===== config.mk =====
export PLATFORM = sky130hd
export DESIGN_NAME = serial_subtractor
export DESIGN_NICKNAME = d
export VERILOG_FILES = /design/src/rtl/serial_sub_pkg.sv /design/src/rtl/full_subtractor.sv /design/src/rtl/serial_subtractor.sv
export SDC_FILE = /design/constraint.sdc
export NUM_CORES = 1
export LEC_CHECK = 0
export CAP_MARGIN = 20
export CORE_MARGIN = 4
export CORE_UTILIZATION = 43
export DETAILED_ROUTE_END_ITERATION = 8
export PLACE_DENSITY = 0.75
export SLEW_MARGIN = 20
export SYNTH_ARGS = -nofsm -noshare
export SYNTH_HDL_FRONTEND = slang
export SYNTH_SLANG_ARGS = --single-unit

===== constraint.sdc =====
create_clock -name clk -period 1.4 [get_ports clk]
set_clock_uncertainty 0.2 [all_clocks]
set_input_delay 0.14 -clock clk [delete_from_list [all_inputs] [get_ports clk]]
set_output_delay 0.14 -clock clk [all_outputs]
set_load 0.05 [all_outputs]

===== src/rtl/serial_sub_pkg.sv =====
// Shared types and sizing helpers for the bit-serial subtractor.
package serial_sub_pkg;

  typedef enum logic [1:0] {
    IDLE  = 2'd0,
    SHIFT = 2'd1,
    DONE  = 2'd2
  } state_t;

  localparam int DEFAULT_WIDTH = 4;

  // Bit counter only needs to reach WIDTH-1.
  function automatic int cnt_width(input int width);
    return $clog2(width);
  endfunction

endpackage


===== src/rtl/full_subtractor.sv =====
// One-bit full subtractor cell: d = a - b - bi, bo = borrow out.
// Purely combinational, zero latency, no flow control.
module full_subtractor (
  input  logic a,
  input  logic b,
  input  logic bi,
  output logic d,
  output logic bo
);

  assign d  = a ^ b ^ bi;
  assign bo = (~a & b) | (~a & bi) | (b & bi);

endmodule


===== src/rtl/serial_subtractor.sv =====
// Bit-serial subtractor DIFF = A - B - bi, LSB first through one cell.
// Latency: WIDTH cycles from acceptance to out_valid; no request overlap.
// Backpressure: result held in DONE until out_ready; in_ready low while busy.
module serial_subtractor
  import serial_sub_pkg::*;
#(
  parameter int WIDTH = DEFAULT_WIDTH
) (
  input  logic             clk,
  input  logic             rst_n,
  input  logic             in_valid,
  output logic             in_ready,
  input  logic [WIDTH-1:0] A,
  input  logic [WIDTH-1:0] B,
  input  logic             bi,
  output logic             out_valid,
  input  logic             out_ready,
  output logic [WIDTH-1:0] DIFF,
  output logic             bo
);

  localparam int CW = cnt_width(WIDTH);
  localparam logic [CW-1:0] LAST_BIT = CW'(WIDTH - 1);

  state_t           state, state_nxt;
  logic [CW-1:0]    cnt;
  logic [WIDTH-1:0] a_sr, b_sr, diff_q;
  logic             br_q, bo_q;
  logic             cell_d, cell_bo;
  logic             accept, last_bit;

  full_subtractor u_cell (
    .a  (a_sr[0]),
    .b  (b_sr[0]),
    .bi (br_q),
    .d  (cell_d),
    .bo (cell_bo)
  );

  assign accept   = in_valid & in_ready;
  assign last_bit = (state == SHIFT) && (cnt == LAST_BIT);

  always_comb begin
    state_nxt = state;
    in_ready  = 1'b0;
    out_valid = 1'b0;
    case (state)
      IDLE: begin
        in_ready = 1'b1;
        if (in_valid) state_nxt = SHIFT;
      end
      SHIFT: begin
        if (last_bit) state_nxt = DONE;
      end
      DONE: begin
        out_valid = 1'b1;
        if (out_ready) state_nxt = IDLE;
      end
      default: state_nxt = IDLE;
    endcase
  end

  always_ff @(posedge clk or negedge rst_n) begin
    if (!rst_n) state <= IDLE;
    else        state <= state_nxt;
  end

  always_ff @(posedge clk or negedge rst_n) begin
    if (!rst_n) begin
      cnt    <= '0;
      a_sr   <= '0;
      b_sr   <= '0;
      diff_q <= '0;
      br_q   <= 1'b0;
      bo_q   <= 1'b0;
    end else if (accept) begin
      cnt  <= '0;
      a_sr <= A;
      b_sr <= B;
      br_q <= bi;
    end else if (state == SHIFT) begin
      // Difference bits enter at the MSB so bit 0 lands at DIFF[0] after WIDTH shifts.
      a_sr   <= a_sr >> 1;
      b_sr   <= b_sr >> 1;
      diff_q <= {cell_d, diff_q[WIDTH-1:1]};
      br_q   <= cell_bo;
      cnt    <= cnt + CW'(1);
      if (last_bit) bo_q <= cell_bo;
    end
  end

  assign DIFF = diff_q;
  assign bo   = bo_q;

endmodule


==> out/metrics.yaml, run 1 <==
outcome:
  status: "finished with violations"
  violations: "negative setup slack"
global_routing:
  grt_first_pass_wirelength_mm: 3.46
  track_usage_pct: 17.4
  antenna_found_initial: 0
  grt_max_degree: 19
  grt_pass1_vias: 748
  grt_overflow_total: 0
routing:
  met3_length_um: 79
  vias_per_cell: 5.14
  antenna_left: 0
  drc: 0
  route.met2.wl_mm: 1.04
  drt_wl_total_mm: 2.02
  wl_met1_um: 866
  top_layer: "met4"
  vias: 683
  wire_per_inst_um: 15.2
  drtIter0Drc: 12
  firstDrtPassIters: 4
synth:
  syn_avg_cell_area_um2: 13.8
  syn_nets: 80
  synth_top_flop_cell: "dfrtp_1"
  syn_inst: 65
  syn_area_um2: 895
  synth_top_cell_area_share_pct: 50.3
  yosysWarningCount: 0
  ys_seq_elements: 18
  ys_seq_area_share_pct: 50.3
  synthTopCellsByCount: "dfrtp_1, or4b_1, inv_1, nor3b_1, o221a_1"
  ys_types: 29
  yosysTopAreaCell: "dfrtp_1"
  synth_enable_flop_cells: 0
  async_flop_share_pct: 100
  synth_area_leaders: "dfrtp_1, or4b_1, o221a_1"
  synth.most_common_cell: "dfrtp_1"
worst_setup_path:
  r2r-start: "state[0]"
  worstPathArrival_ns: 1.24
  crit_fanout: 5
  critPathLaunch: "state[0]"
  crit_type: "reg -> out"
  cp.required_ns: 1.06
  start_kind: "flop"
  endpoint_kind: "primary output"
sta:
  setup-violations-final: 15
  min_period_ns: 1.58
  worst-slew-pin-transition_ns: 0.266
  slew_headroom_pct: 82.3
  finalSetupTns_ns: -1.46
  finalMaxSlewViolations: 0
  layout_setup_ws_ns: -0.176
  hold_viol_final: 0
  period_share_pct: 113
  fmax_ghz: 0.635
  rsz0062_at_grt: "yes"
die:
  core_um2: 1960
  die-area_um2: 2870
  die_width_um: 53.6
  start_util_pct: 45.6
  io-pin-count: 20
  die_h_um: 53.6
  core.rowCount: 16
clock_network:
  clk_path_buf_depth: 2
  cts_tree: "yes"
  cts_made_buffers: 3
  clk_pin_slew_worst_paths_ns: 0.10
  htreeDepth: 1
  clk_latency_ns: 0.29
  cts_root_buf: "clkbuf_4"
  clkSinkCount: 18
power_and_ir_drop:
  p_seq_share_pct: 27.2
  p_leak_nw: 0.672
  power.internal_mw: 2.32
  combinationalPowerShare_pct: 64.2
  irDropWorstVdd_uv: 1420
  switching_power_mw: 1.38
  powerDensity_nw_per_um2: 2550
  p_clk_share_pct: 8.5
  power.share.switching_pct: 37.4
layout:
  design_area_um2: 1450
  nFillCells: 141
  nets: 122
  drive_gt1_share_pct: 47.2
  syn_to_final_growth_pct: 62.5
  regArea_um2: 452
  antenna_cells: 0
  multi_input_area_um2: 458
place:
  dp_hpwl_mm: 1.33
  port-buffer-count: 19
  gp_congestion: 0.699
  dpl-instance-area_um2: 1260
worst_hold_path:
  min-delay-start: "out_ready"
  hold_path.class: "in -> reg"
run:
  maxCapViolCount: 0
==> path summary, 6_finish.rpt <==
kind                            end  slack, ns  cells after the start
setup / recovery           in_ready      -0.18                      4
hold / removal             state[1]       0.19                      2
setup reg to reg                 bo      -0.15                      5
hold reg to reg              cnt[0]       0.30                      1
max in group asynchronous  state[1]       0.28                      3
min in group asynchronous   b_sr[2]       0.51                      3
==> metrics by stage <==
step	util [%]	hold WS, ns	power [mW]	worst slack (ns)	cells
2_1_floorplan	-	-0.356	2.13	0.00733	65
3_3_place_gp	64.2	0.282	2.92	-0.217	120
3_5_place_dp	64.2	0.284	2.97	-0.245	120
4_1_cts	72.6	0.185	3.64	-0.183	133
5_1_grt	74.1	0.176	3.94	-0.209	133
6_report	74.1	0.193	3.70	-0.176	133
==> logic make-up after synthesis <==
group                      count (synthesis)  synth area share (%)
muxes                                      6                  8.11
AOI/OAI and AO/OA                         14                  15.4
DFF                                       18                  50.3
adders and majority gates                  2                  3.64
and+or+nand+nor                           17                  17.2
buffers and inverters                      8                  5.31
==> what timing repair did <==
action / 4_1_cts / 5_1_grt
hold endpoints to repair: 18 / 0
gates resized for setup: 17 / 6
gates cloned: 1 / 0
setup buffers: 8 / 1
pin swaps: 11 / 8
hold buffers: 1 / 0
setup endpoints to repair: 14 / 18
==> cell usage in the layout (no fill, tap or decap), types with 3 or more instances in the layout <==
cell,instances
buf_12,7
mux2_4,4
clkbuf_4,3
o221a_1,3
clkdlybuf4s50_1,12
or4b_1,4
dfrtp_1,17
buf_6,9
inv_1,3
buf_4,11
nor3b_1,3
==> final cells by class <==
type	instances	area share, %
sequential	18	31.1
inverter	4	1.03
clock buffer	4	2.50
timing repair buffer	41	31.6
tap	27	2.32
multi-input combinational	39	31.5
==> power by group through the flow <==
stage / Clock, mW / Sequential [mW] / Combinational (mW)
after floorplan: 0 / 1.20 / 0.929
after global placement: 0 / 1.01 / 1.92
after detailed placement: 0 / 1.01 / 1.96
after CTS: 0.331 / 1.01 / 2.30
after global routing: 0.352 / 1.05 / 2.54
final: 0.316 / 1.01 / 2.38
==> layer usage <==
| layer | track usage [%] | vias to the layer above |
|---|---|---|
| met5 | 0 | - |
| met2 | 29.0 | 17 |
| met1 | 20.8 | 327 |
| met4 | 10.2 | 0 |
| met3 | 3.32 | 4 |
| li1 | - | 335 |
==> worst max-delay path, stage by stage, from the launching register on <==
cell     delay (ns)
dfrtp_1        0.43
buf_6          0.15
buf_6          0.11
nor2_4         0.11
buf_12         0.14
==> state kept, by name (all words and copies together), names as in the netlist <==
name	count
br_q	1
a_sr	4
b_sr	4
bo	1
DIFF	4
state	2
cnt	2
Note: power is estimated with default switching activity, not from simulation.
==> run 2: changes to the inputs <==
--- a/config.mk
+++ b/config.mk
@@ -10,6 +10,7 @@
 export CORE_UTILIZATION = 43
 export DETAILED_ROUTE_END_ITERATION = 8
 export PLACE_DENSITY = 0.75
+export RECOVER_POWER = 100
 export SLEW_MARGIN = 20
 export SYNTH_ARGS = -nofsm -noshare
 export SYNTH_HDL_FRONTEND = slang
==> out/metrics.yaml, run 2 (synthesis results as in run 1) <==
clock_network:
  cts_tree: "yes"  # unchanged
  clk_latency_ns: 0.29  # about the same
  htreeDepth: 1  # unchanged
  cts_root_buf: "clkbuf_4"  # unchanged
  clkSinkCount: 18  # unchanged
  cts_made_buffers: 3  # unchanged
  clk_pin_slew_worst_paths_ns: 0.10  # about the same
  clk_path_buf_depth: 2  # unchanged
power_and_ir_drop:
  switching_power_mw: 1.34  # was 1.38 mW
  p_seq_share_pct: 28.1  # was 27.2%
  power.internal_mw: 2.09  # was 2.32 mW
  p_leak_nw: 0.645  # was 0.672 nW
  irDropWorstVdd_uv: 1340  # was 1420 µV
  powerDensity_nw_per_um2: 2490  # was 2550 nW/µm²
  power.share.switching_pct: 39.2  # was 37.4%
  p_total_mw: 3.43  # was 3.70 mW
  combinationalPowerShare_pct: 62.7  # was 64.2%
  p_clk_share_pct: 9.2  # was 8.5%
sta:
  slew_headroom_pct: 73.1  # was 82.3%
  fmax_ghz: 0.637  # was 0.635 GHz
  period_share_pct: 112  # was 113%
  finalMaxSlewViolations: 0  # unchanged
  rsz0062_at_grt: "yes"  # unchanged
  setup-violations-final: 15  # unchanged
  worst-slew-pin-transition_ns: 0.404  # was 0.266 ns
  min_period_ns: 1.57  # was 1.58 ns
  hold_viol_final: 0  # unchanged
  layout_setup_ws_ns: -0.171  # was -0.176 ns
layout:
  final_util_pct: 70.2  # was 74.1%
  multi_input_area_um2: 458  # unchanged
  nets: 122  # unchanged
  layout_common_cells: "dfrtp_1, clkdlybuf4s50_1, buf_4"  # unchanged
  nFillCells: 150  # was 141
  final_common_cell: "dfrtp_1"  # unchanged
  antenna_cells: 0  # unchanged
  regArea_um2: 452  # unchanged
  drive_gt1_share_pct: 47.2  # unchanged
  syn_to_final_growth_pct: 53.8  # was 62.5%
worst_setup_path:
  cpPeakStageDelay_ns: 0.43  # about the same
  crit_fanout: 5  # unchanged
  cpMaxStageDelayCell: "dfrtp_1"  # unchanged
  start_kind: "flop"  # unchanged
  cp_common_cell: "buf_6"  # unchanged
  crit_type: "reg -> out"  # unchanged
  endpoint_kind: "primary output"  # unchanged
  cp.required_ns: 1.06  # about the same
  crit_chain: "buf_6, buf_6, nor2_4, buf_12"  # unchanged
  worstPathArrival_ns: 1.23  # was 1.24 ns
global_routing:
  grt_overflow_total: 0  # unchanged
  antenna_found_initial: 0  # unchanged
  track_usage_pct: 17.4  # unchanged
  grt_max_degree: 19  # unchanged
  grt_pass1_vias: 748  # unchanged
  grt_first_pass_wirelength_mm: 3.46  # unchanged
die:
  core_um2: 1960  # unchanged
  die_width_um: 53.6  # unchanged
  start_util_pct: 45.6  # unchanged
  die_h_um: 53.6  # unchanged
  io-pin-count: 20  # unchanged
  core.rowCount: 16  # unchanged
  die-area_um2: 2870  # unchanged
place:
  port-buffer-count: 19  # unchanged
  pre_cts_ws_ns: -0.245  # unchanged
  gp_congestion: 0.699  # unchanged
  dp_hpwl_mm: 1.33  # unchanged
routing:
  firstDrtPassIters: 4  # unchanged
  antenna_left: 0  # unchanged
  drt_wl_total_mm: 2.03  # was 2.02 mm
  drc: 0  # unchanged
  vias: 679  # was 683
  drtIter0Drc: 12  # unchanged
  wire_per_inst_um: 15.2  # about the same
  vias_per_cell: 5.11  # was 5.14
outcome:
  status: "finished with violations"  # unchanged
  violations: "negative setup slack"  # unchanged
worst_hold_path:
  hold_path.class: "in -> reg"  # unchanged
run:
  maxCapViolCount: 0  # unchanged
-- run 2: power by group through the flow --
stage,clock network (mW),registers [mW],logic (mW)
4_1_cts,0.331,1.01,2.30
2_1_floorplan,0,1.20,0.929
3_5_place_dp,0,1.01,1.96
6_report,0.316,0.965,2.15
3_3_place_gp,0,1.01,1.92
5_1_grt,0.352,1.01,2.31
-- run 2: metal layers --
layer | share of wire (%) | up-vias | track usage, %
li1 | - | 334 | -
met2 | 51 | 17 | 29.0
met5 | 0 | - | 0
met3 | 4.2 | 4 | 3.32
met1 | 43 | 324 | 20.8
met4 | 1.7 | 0 | 10.2
-- run 2: critical path: cells and delay by family, from the launching register on --
kind          cells  cell delay [ns]
simple gates      1             0.11
buf+inv           3             0.40
flops             1             0.43
-- run 2: worst paths after layout --
kind	start	to	slack, ns	depth (start not counted)
hold / removal	out_ready	state[1]	0.19	2
max in group asynchronous	rst_n	state[1]	0.12	3
setup reg to reg	state[0]	bo	-0.14	5
min in group asynchronous	rst_n	b_sr[2]	0.57	3
hold reg to reg	cnt[0]	cnt[0]	0.30	1
setup / recovery	state[0]	in_ready	-0.17	4
-- run 2: area by class of cell --
type	instances	area share (%)
Multi-Input combinational cell	39	33.3
Sequential cell	18	32.8
Timing Repair Buffer	41	27.7
Clock buffer	4	2.64
Tap cell	27	2.45
Inverter	4	1.09
-- run 2: stage by stage --
stage / hold slack (ns) / cells / setup TNS [ns] / cell area, µm²
finish: 0.193 / 133 / -1.41 / 1380
global route: 0.176 / 133 / -2.08 / 1380
CTS: 0.185 / 133 / -1.41 / 1420
detailed placement: 0.284 / 120 / -2.22 / 1260
global placement: 0.282 / 120 / -1.79 / 1260
floorplan: -0.356 / 65 / 0 / 900
-- run 2: repair_timing --
action	CTS	global route
setup buffers	8	1
cloned	1	0
hold buffers	1	0
endpoints found under the setup margin	14	18
resized for setup	17	6
pin swaps	11	8
endpoints found under the hold margin	18	0
